## config.mk

```make
export PLATFORM = sky130hd
export DESIGN_NAME = kamikaze_rf_sched_flat
export DESIGN_NICKNAME = d
export VERILOG_FILES = /design/src/rtl/kamikaze_rf_sched_if.sv /design/src/rtl/kamikaze_rf_sched.sv /design/src/flat_wrapper.sv
export SDC_FILE = /design/constraint.sdc
export NUM_CORES = 1
export LEC_CHECK = 0
export CORE_MARGIN = 10
export CORE_UTILIZATION = 41
export CTS_CLUSTER_SIZE = 25
export DETAILED_ROUTE_END_ITERATION = 6
export PLACE_DENSITY = 0.83
export SLEW_MARGIN = 20
export SYNTH_ARGS = -nofsm -noshare
export SYNTH_HDL_FRONTEND = slang
export SYNTH_SLANG_ARGS = --single-unit
```

## constraint.sdc

```tcl
create_clock -name clk_i -period 4.7 [get_ports clk_i]
set_input_delay 1.175 -clock clk_i [delete_from_list [all_inputs] [get_ports clk_i]]
set_output_delay 1.175 -clock clk_i [all_outputs]
set_load 0.005 [all_outputs]
```

## src/rtl/kamikaze_rf_sched_if.sv

```systemverilog
// kamikaze_rf_sched_if: read/write request, response and single-port RAM signals of the register-file scheduler.
// Port directions are named from the scheduler's point of view (slave modport).
interface kamikaze_rf_sched_if;
  logic        rd_valid_i;
  logic        rd_ready_o;
  logic [4:0]  rd_addr1_i;
  logic [4:0]  rd_addr2_i;
  logic        rd_rsp_valid_o;
  logic [31:0] rd_data1_o;
  logic [31:0] rd_data2_o;
  logic        wr_valid_i;
  logic        wr_ready_o;
  logic [4:0]  wr_addr_i;
  logic [31:0] wr_data_i;
  logic        ram_en_o;
  logic        ram_we_o;
  logic [4:0]  ram_addr_o;
  logic [31:0] ram_wdata_o;
  logic [31:0] ram_rdata_i;
  modport slave (
    input  rd_valid_i, rd_addr1_i, rd_addr2_i, wr_valid_i, wr_addr_i, wr_data_i, ram_rdata_i,
    output rd_ready_o, rd_rsp_valid_o, rd_data1_o, rd_data2_o, wr_ready_o,
           ram_en_o, ram_we_o, ram_addr_o, ram_wdata_o
  );
  modport master (
    output rd_valid_i, rd_addr1_i, rd_addr2_i, wr_valid_i, wr_addr_i, wr_data_i, ram_rdata_i,
    input  rd_ready_o, rd_rsp_valid_o, rd_data1_o, rd_data2_o, wr_ready_o,
           ram_en_o, ram_we_o, ram_addr_o, ram_wdata_o
  );
endinterface

```

## src/rtl/kamikaze_rf_sched.sv

```systemverilog
// kamikaze_rf_sched: shares one single-port RAM between two-operand register reads and writes, with read anti-starvation.
// Define KAMIKAZE_RF_WRBUF_EN to add a one-entry write buffer that accepts writes in any state.
module kamikaze_rf_sched #(
  parameter int STARVE_LIMIT = 4
) (
  input logic                clk_i,
  input logic                rst_n_i,
  kamikaze_rf_sched_if.slave bus
);
  typedef enum logic [1:0] {IDLE, RD1, RD2, RSP} state_e;
  localparam logic [3:0] LIMIT = 4'(STARVE_LIMIT);
  state_e      state_q, state_d;
  logic [4:0]  addr1_q, addr1_d, addr2_q, addr2_d;
  logic [3:0]  cnt_q, cnt_d;
  logic [31:0] data1_q, data1_d, data2_q, data2_d;
  logic        rsp_q;
  logic        idle, starve, rd_grant, wr_grant, wr_direct, drain;
  logic [4:0]  wa;
  logic [31:0] wd;
  logic        ram_en, ram_we;
  logic [4:0]  ram_addr;
  // Gating with the reset input keeps every grant and RAM strobe low while reset is held.
  assign idle   = rst_n_i && state_q == IDLE;
  assign starve = cnt_q == LIMIT;
`ifdef KAMIKAZE_RF_WRBUF_EN
  logic        buf_v_q, buf_v_d, wr_acc, wr_store;
  logic [4:0]  buf_addr_q, buf_addr_d;
  logic [31:0] buf_data_q, buf_data_d;
  assign drain          = idle && buf_v_q;
  assign bus.rd_ready_o = idle && !buf_v_q && (!bus.wr_valid_i || starve);
  assign rd_grant       = bus.rd_valid_i && bus.rd_ready_o;
  assign bus.wr_ready_o = rst_n_i && !buf_v_q;
  assign wr_acc         = bus.wr_valid_i && bus.wr_ready_o;
  assign wr_direct      = wr_acc && idle && !rd_grant;
  assign wr_store       = wr_acc && !wr_direct;
  assign wr_grant       = wr_direct || drain;
  assign wa             = drain ? buf_addr_q : bus.wr_addr_i;
  assign wd             = drain ? buf_data_q : bus.wr_data_i;
  always_comb begin
    buf_v_d    = buf_v_q ? !drain : wr_store;
    buf_addr_d = wr_store ? bus.wr_addr_i : buf_addr_q;
    buf_data_d = wr_store ? bus.wr_data_i : buf_data_q;
  end
  always_ff @(posedge clk_i or negedge rst_n_i)
    if (!rst_n_i) begin
      buf_v_q    <= 1'b0;
      buf_addr_q <= '0;
      buf_data_q <= '0;
    end else begin
      buf_v_q    <= buf_v_d;
      buf_addr_q <= buf_addr_d;
      buf_data_q <= buf_data_d;
    end
`else
  assign drain          = 1'b0;
  assign bus.rd_ready_o = idle && (!bus.wr_valid_i || starve);
  assign rd_grant       = bus.rd_valid_i && bus.rd_ready_o;
  assign bus.wr_ready_o = idle && !rd_grant;
  assign wr_direct      = bus.wr_valid_i && bus.wr_ready_o;
  assign wr_grant       = wr_direct;
  assign wa             = bus.wr_addr_i;
  assign wd             = bus.wr_data_i;
`endif
  always_comb begin
    state_d  = state_q;
    addr1_d  = addr1_q;
    addr2_d  = addr2_q;
    data1_d  = data1_q;
    data2_d  = data2_q;
    cnt_d    = (rd_grant || !bus.rd_valid_i) ? '0 : (wr_grant && !starve) ? cnt_q + 4'd1 : cnt_q;
    ram_en   = 1'b0;
    ram_we   = 1'b0;
    ram_addr = wa;
    case (state_q)
      IDLE: begin
        if (rd_grant) begin
          state_d = RD1;
          addr1_d = bus.rd_addr1_i;
          addr2_d = bus.rd_addr2_i;
        end else if (wr_grant) begin
          ram_en = 1'b1;
          ram_we = wa != 5'd0;
        end
      end
      RD1: begin
        state_d  = RD2;
        ram_en   = 1'b1;
        ram_addr = addr1_q;
      end
      RD2: begin
        state_d  = RSP;
        ram_en   = 1'b1;
        ram_addr = addr2_q;
        data1_d  = addr1_q == 5'd0 ? '0 : bus.ram_rdata_i;
      end
      default: begin
        state_d = IDLE;
        data2_d = addr2_q == 5'd0 ? '0 : bus.ram_rdata_i;
      end
    endcase
  end
  always_ff @(posedge clk_i or negedge rst_n_i)
    if (!rst_n_i) begin
      state_q <= IDLE;
      addr1_q <= '0;
      addr2_q <= '0;
      cnt_q   <= '0;
      data1_q <= '0;
      data2_q <= '0;
      rsp_q   <= 1'b0;
    end else begin
      state_q <= state_d;
      addr1_q <= addr1_d;
      addr2_q <= addr2_d;
      cnt_q   <= cnt_d;
      data1_q <= data1_d;
      data2_q <= data2_d;
      rsp_q   <= state_q == RSP;
    end
  assign bus.rd_rsp_valid_o = rsp_q;
  assign bus.rd_data1_o     = data1_q;
  assign bus.rd_data2_o     = data2_q;
  assign bus.ram_en_o       = ram_en;
  assign bus.ram_we_o       = ram_we;
  assign bus.ram_addr_o     = ram_addr;
  assign bus.ram_wdata_o    = wd;
endmodule

```

## src/flat_wrapper.sv

```systemverilog
// flat-port wrapper written by rule: the top's interface ports become plain ports
module kamikaze_rf_sched_flat 
#(
  parameter int STARVE_LIMIT = 4
)
  (clk_i, rst_n_i, bus_rd_valid_i, bus_rd_addr1_i, bus_rd_addr2_i, bus_wr_valid_i, bus_wr_addr_i, bus_wr_data_i, bus_ram_rdata_i, bus_rd_ready_o, bus_rd_rsp_valid_o, bus_rd_data1_o, bus_rd_data2_o, bus_wr_ready_o, bus_ram_en_o, bus_ram_we_o, bus_ram_addr_o, bus_ram_wdata_o);
  kamikaze_rf_sched_if bus_i ();
  input logic clk_i;
  input logic rst_n_i;
  input wire logic [$bits(bus_i.rd_valid_i)-1:0] bus_rd_valid_i;
  input wire logic [$bits(bus_i.rd_addr1_i)-1:0] bus_rd_addr1_i;
  input wire logic [$bits(bus_i.rd_addr2_i)-1:0] bus_rd_addr2_i;
  input wire logic [$bits(bus_i.wr_valid_i)-1:0] bus_wr_valid_i;
  input wire logic [$bits(bus_i.wr_addr_i)-1:0] bus_wr_addr_i;
  input wire logic [$bits(bus_i.wr_data_i)-1:0] bus_wr_data_i;
  input wire logic [$bits(bus_i.ram_rdata_i)-1:0] bus_ram_rdata_i;
  output wire logic [$bits(bus_i.rd_ready_o)-1:0] bus_rd_ready_o;
  output wire logic [$bits(bus_i.rd_rsp_valid_o)-1:0] bus_rd_rsp_valid_o;
  output wire logic [$bits(bus_i.rd_data1_o)-1:0] bus_rd_data1_o;
  output wire logic [$bits(bus_i.rd_data2_o)-1:0] bus_rd_data2_o;
  output wire logic [$bits(bus_i.wr_ready_o)-1:0] bus_wr_ready_o;
  output wire logic [$bits(bus_i.ram_en_o)-1:0] bus_ram_en_o;
  output wire logic [$bits(bus_i.ram_we_o)-1:0] bus_ram_we_o;
  output wire logic [$bits(bus_i.ram_addr_o)-1:0] bus_ram_addr_o;
  output wire logic [$bits(bus_i.ram_wdata_o)-1:0] bus_ram_wdata_o;
  assign bus_i.rd_valid_i = bus_rd_valid_i;
  assign bus_i.rd_addr1_i = bus_rd_addr1_i;
  assign bus_i.rd_addr2_i = bus_rd_addr2_i;
  assign bus_i.wr_valid_i = bus_wr_valid_i;
  assign bus_i.wr_addr_i = bus_wr_addr_i;
  assign bus_i.wr_data_i = bus_wr_data_i;
  assign bus_i.ram_rdata_i = bus_ram_rdata_i;
  assign bus_rd_ready_o = bus_i.rd_ready_o;
  assign bus_rd_rsp_valid_o = bus_i.rd_rsp_valid_o;
  assign bus_rd_data1_o = bus_i.rd_data1_o;
  assign bus_rd_data2_o = bus_i.rd_data2_o;
  assign bus_wr_ready_o = bus_i.wr_ready_o;
  assign bus_ram_en_o = bus_i.ram_en_o;
  assign bus_ram_we_o = bus_i.ram_we_o;
  assign bus_ram_addr_o = bus_i.ram_addr_o;
  assign bus_ram_wdata_o = bus_i.ram_wdata_o;
  kamikaze_rf_sched #(.STARVE_LIMIT(STARVE_LIMIT)) u_core (.clk_i(clk_i), .rst_n_i(rst_n_i), .bus(bus_i));
endmodule
```

==> Word level (Yosys, flattened, before mapping) <==
Index checks and enable logic that the tools add are counted.
{ "totals": {"out_inout_bits": 106, "word_cells": 46, "in_bits": 83, "register_bits": 81} }
{ "classes": {"n_eq_ne": 5, "n_mux": 13, "n_addsub": 1, "n_reduce_logical": 20} }
{ "op_table": {"columns": ["op", "n"], "rows": [
  ["$mux W32", 2],
  ["$logic_not A5 Y1", 2],
  ["$pmux W5 S2", 1],
  ["$mux W4", 2],
  ["$logic_and A1 B1 Y1", 6],
  ["$pmux W2 S3", 1],
  ["$mux W1", 5],
  ["$reduce_bool A5 Y1", 1],
  ["$add A4 B1 Y4 const B", 1],
  ["$eq A2 B2 Y1 const B", 2],
  ["$eq A4 B3 Y1 const B", 1],
  ["$logic_not A1 Y1", 4],
  ["$reduce_or A3 Y1", 1],
  ["$eq A2 B1 Y1 const B", 1],
  ["$logic_not A2 Y1", 1],
  ["$logic_or A1 B1 Y1", 2],
  ["$mux W2", 1],
  ["$ne A2 B1 Y1 const B", 1],
  ["$pmux W1 S2", 1],
  ["$reduce_and A2 Y1", 1],
  ["$reduce_bool A2 Y1", 1],
  ["$reduce_or A2 Y1", 1]
]} }

==> Depth between registers and ports, before layout <==
{ "logic_depth": {"word_depth": 10, "depth_mapped": 6} }

==> Least setup slack after synthesis <==
Ideal clock, no wire load.
{ "synth_timing": {"path_kind": "input port to output port", "startpoint": "input bus_wr_valid_i", "endpoint": "output bus_ram_en_o", "n_path_buf": 1, "t_required_ns": 3.525, "arrival_time_ns": 1.768, "slack_ns": 1.757, "path_stages": 4, "cell_sequence": "buf_2 -> nand3_1 -> nand2b_1 -> a21oi_1"} }
{ "synth_via": {"elab_chain_cells": 10} }
{ "synth_rtl": {"columns": ["element", "line_no", "text"], "rows": [
  ["start, declared", "flat_wrapper.sv:13", "input wire logic [$bits(bus_i.wr_valid_i)-1:0] bus_wr_valid_i;"],
  ["$logic_not A1 Y1", "kamikaze_rf_sched.sv:56", "assign bus.rd_ready_o = idle && (!bus.wr_valid_i || starve);"],
  ["$logic_or A1 B1 Y1", "kamikaze_rf_sched.sv:56", null],
  ["$logic_and A1 B1 Y1", "kamikaze_rf_sched.sv:56", null],
  ["$logic_and A1 B1 Y1", "kamikaze_rf_sched.sv:57", "assign rd_grant = bus.rd_valid_i && bus.rd_ready_o;"],
  ["$logic_not A1 Y1", "kamikaze_rf_sched.sv:58", "assign bus.wr_ready_o = idle && !rd_grant;"],
  ["$logic_and A1 B1 Y1", "kamikaze_rf_sched.sv:58", null],
  ["$logic_and A1 B1 Y1", "kamikaze_rf_sched.sv:59", "assign wr_direct = bus.wr_valid_i && bus.wr_ready_o;"],
  ["$mux W1", "kamikaze_rf_sched.sv:80", "end else if (wr_grant) begin"],
  ["$mux W1 *", "kamikaze_rf_sched.sv:76", "if (rd_grant) begin"],
  ["$pmux W1 S2 *", "kamikaze_rf_sched.sv:74", "case (state_q)"],
  ["end, declared", "flat_wrapper.sv:22", "output wire logic [$bits(bus_i.ram_en_o)-1:0] bus_ram_en_o;"]
]} }
Mark *: on every way between the ends. The rest lies on a longest branch, timed or not.

==> Final worst setup path <==
Same ends and word-level chain as after synthesis.

==> flow_summary.yaml <==
route:
  initialDrtViolationCount: 188
  post-route-drc-count: 0
  vias_per_cell: 5.434
  detail-route-antenna-nets: 0
  vias: 2592
  wl_um: 9849
  routedWlPerCell_um: 20.65
  dr.pass1.iters: 4
synthesis:
  synth_edf_count: 0
  synth_area_leaders: "dfrtp_1, a22o_1, buf_4"
  ys_async_sr_fraction_pct: 100.0
  syn_area_per_cell_um2: 12.70
  syn_area_um2: 3518
  synth_seq_cells: 81
  syn_inst: 277
  netlist-cell-type-count: 32
  synth.top_cell.area_share_pct: 57.61
  syn_nets: 367
  yosys_warnings: 0
  synth_top_area_cell: "dfrtp_1"
  ys_seq_area_share_pct: 57.61
  ys.flop_type: "dfrtp_1"
timing:
  drv_slew: 0
  relSlewSlack_pct: 32.17
  post-route-min-period_ns: 4.152
  setup_viol: 0
  hold_violations: 0
  finClkSkew_ns: 0.01273
  max_freq_mhz: 240.9
  finalSetupTns_ns: 0
  worstMarginPinSlew_ns: 1.015
  fin_crit_sh_pct: 88.34
  rsz0062_at_grt: "no"
final_layout:
  final_area_um2: 4821
  layout_commonest_cell: "clkdlybuf4s50_1"
  fin_nets: 456
  drive_above_1_share_pct: 10.24
  final_cell_mix: "clkdlybuf4s50_1, dfrtp_1, a22o_1"
  area_growth_syn_to_layout_pct: 37.02
global_routing:
  grt_pass1_wl_um: 15800
  grt_overflow_total: 0
  antenna_found_initial: 1
  grt_pass1_vias: 2802
  track_usage_pct: 15.24
  grt_max_degree: 81
cts:
  cts_max_level: 3
  clk_latency_ns: 0.35
  clkSlewWorstSetupHoldPaths_ns: 0.08
  cts_tree: "built"
  hold_buffers: 0
  post_cts_resized: 0
  clock_path_buffers: 2
  post_cts_buffers: 0
  cts_num_sinks: 81
  ctsRootBufferMaster: "clkbuf_8"
  numCtsBuffers: 9
pwr:
  p_switching_mw: 1.065
  pwr-share-comb_pct: 47.1
  seq_power_share_pct: 36.7
  internal-power_mw: 2.204
  leakage_nw: 2.086
  powerDensity_nw_per_um2: 678.1
  netSwitchingFraction_pct: 32.59
  clkPwrFrac_pct: 16.2
  ir_worst_vdd_mv: 0.4279
placed_design:
  portBuffers: 124
  gp_congestion: 0.8157
  hpwl_um: 7005
  dpl_cell_area_um2: 4608
die:
  placementRows: 33
  die_area_um2: 12690
  initial_core_util_pct: 42.39
  ios: 189
  die_w_um: 112.6
  dieHeight_um: 112.6
  core_um2: 8299
worst_hold_path:
  hold_path_startpoint: "u_core.bus.rd_data1_o[30]"
  min_path_type: "reg2reg"
worst_setup_path:
  path_cells: "clkdlybuf4s50_1, nand3_1, nand2b_1, a21oi_1, clkdlybuf4s50_1"
  cp.required_ns: 3.52
  worstPathArrival_ns: 2.98
  crit_type: "in2out"
  cp-start-kind: "primary input"
  cpMostUsedCell: "clkdlybuf4s50_1"
  crit_path_end_kind: "output pin"
  crit_path_max_incr_delay_ns: 0.68
  crit_path_start: "bus_wr_valid_i"
  worst-path-buf-inv: 2
  critPathSlowestCell: "clkdlybuf4s50_1"
  cpLargestDelayFamily: "buffers and inverters"
  r2r-start: "u_core.state_q[0]"
  critPathMaxFanout: 8
job:
  max-cap-violations: 0
status:
  status: "finished, final reports clean"
## area by class of cell
class                           instances  area [um^2]
Sequential cell                        81         2027
Multi-Input combinational cell        138         1159
Antenna cell                            1        2.502
Clock inverter                          6        72.57
Timing Repair Buffer                  126         1254
Clock buffer                           10        137.6
Fill cell                             658         3478
Tap cell                              105        131.4
Inverter                               10        37.54
## sequential cells by signal, summed over array words and instances, names as in the netlist
name / flops
u_core.bus.rd_data1_o: 32
u_core.bus.rd_data2_o: 32
u_core.addr1_q: 5
u_core.addr2_q: 5
u_core.cnt_q: 4
u_core.state_q: 2
u_core.bus.rd_rsp_valid_o: 1
## per-layer routing
| metal | global-route usage [%] | vias up | wire [um] |
|---|---|---|---|
| li1 | - | 1165 | - |
| met1 | 18.81 | 1292 | 4039 |
| met2 | 23.35 | 114 | 4653 |
| met3 | 7.029 | 21 | 1003 |
| met4 | 4.484 | 0 | 153 |
| met5 | 0 | - | 0 |
## synthesized netlist by cell type, types with 3 or more instances
| library cell | n |
|---|---|
| a22oi_1 | 5 |
| inv_1 | 9 |
| dfrtp_1 | 81 |
| buf_4 | 32 |
| a22o_1 | 64 |
| ha_1 | 7 |
| mux2_4 | 9 |
| nand3_1 | 5 |
| clkbuf_1 | 7 |
| a21oi_1 | 12 |
| nor2_1 | 9 |
| buf_2 | 8 |
| nand2_1 | 5 |
| nor3_1 | 3 |
## per-stage QoR
stage                     utilization [%]  cells  power [mW]  hold WS, ns  worst slack, ns
after floorplan                         -    277       1.894       0.5028            1.757
after global placement              55.53    460       2.721       0.4917           0.6616
after detailed placement            55.53    460       2.774       0.4960           0.5819
after CTS                           58.06    476       3.315       0.5174           0.5674
after global routing                58.06    476       3.481       0.5256           0.4766
final                               58.09    477       3.269       0.5104           0.5481
## power groups by stage
stage | logic [mW] | registers, mW | clock network [mW]
floorplan | 0.695 | 1.20 | 0
global placement | 1.52 | 1.20 | 0
detailed placement | 1.56 | 1.21 | 0
CTS | 1.57 | 1.20 | 0.545
global route | 1.66 | 1.24 | 0.576
finish | 1.54 | 1.20 | 0.530
## path summary, 6_finish.rpt
| path | depth (start not counted) | slack, ns | to |
|---|---|---|---|
| worst min register to register | 1 | 0.51 | u_core.bus.rd_data1_o[30] |
| min in group asynchronous | 1 | 0.63 | u_core.cnt_q[2] |
| max in group asynchronous | 2 | 2.90 | u_core.addr1_q[2] |
| worst max register to register | 5 | 2.34 | u_core.bus.rd_data1_o[17] |
| worst max-delay path | 5 | 0.55 | bus_ram_en_o |
| worst min-delay path | 1 | 0.51 | u_core.bus.rd_data1_o[30] |
## logic make-up after synthesis
logic type / after synthesis / synth area share [%]
AOI/OAI and AO/OA: 90 / 20.87
adders and majority gates: 7 / 2.489
buffers and inverters: 58 / 10.10
DFF: 81 / 57.61
muxes: 10 / 4.161
and+or+nand+nor: 31 / 4.766
Power figures use the tool's default switching activity.
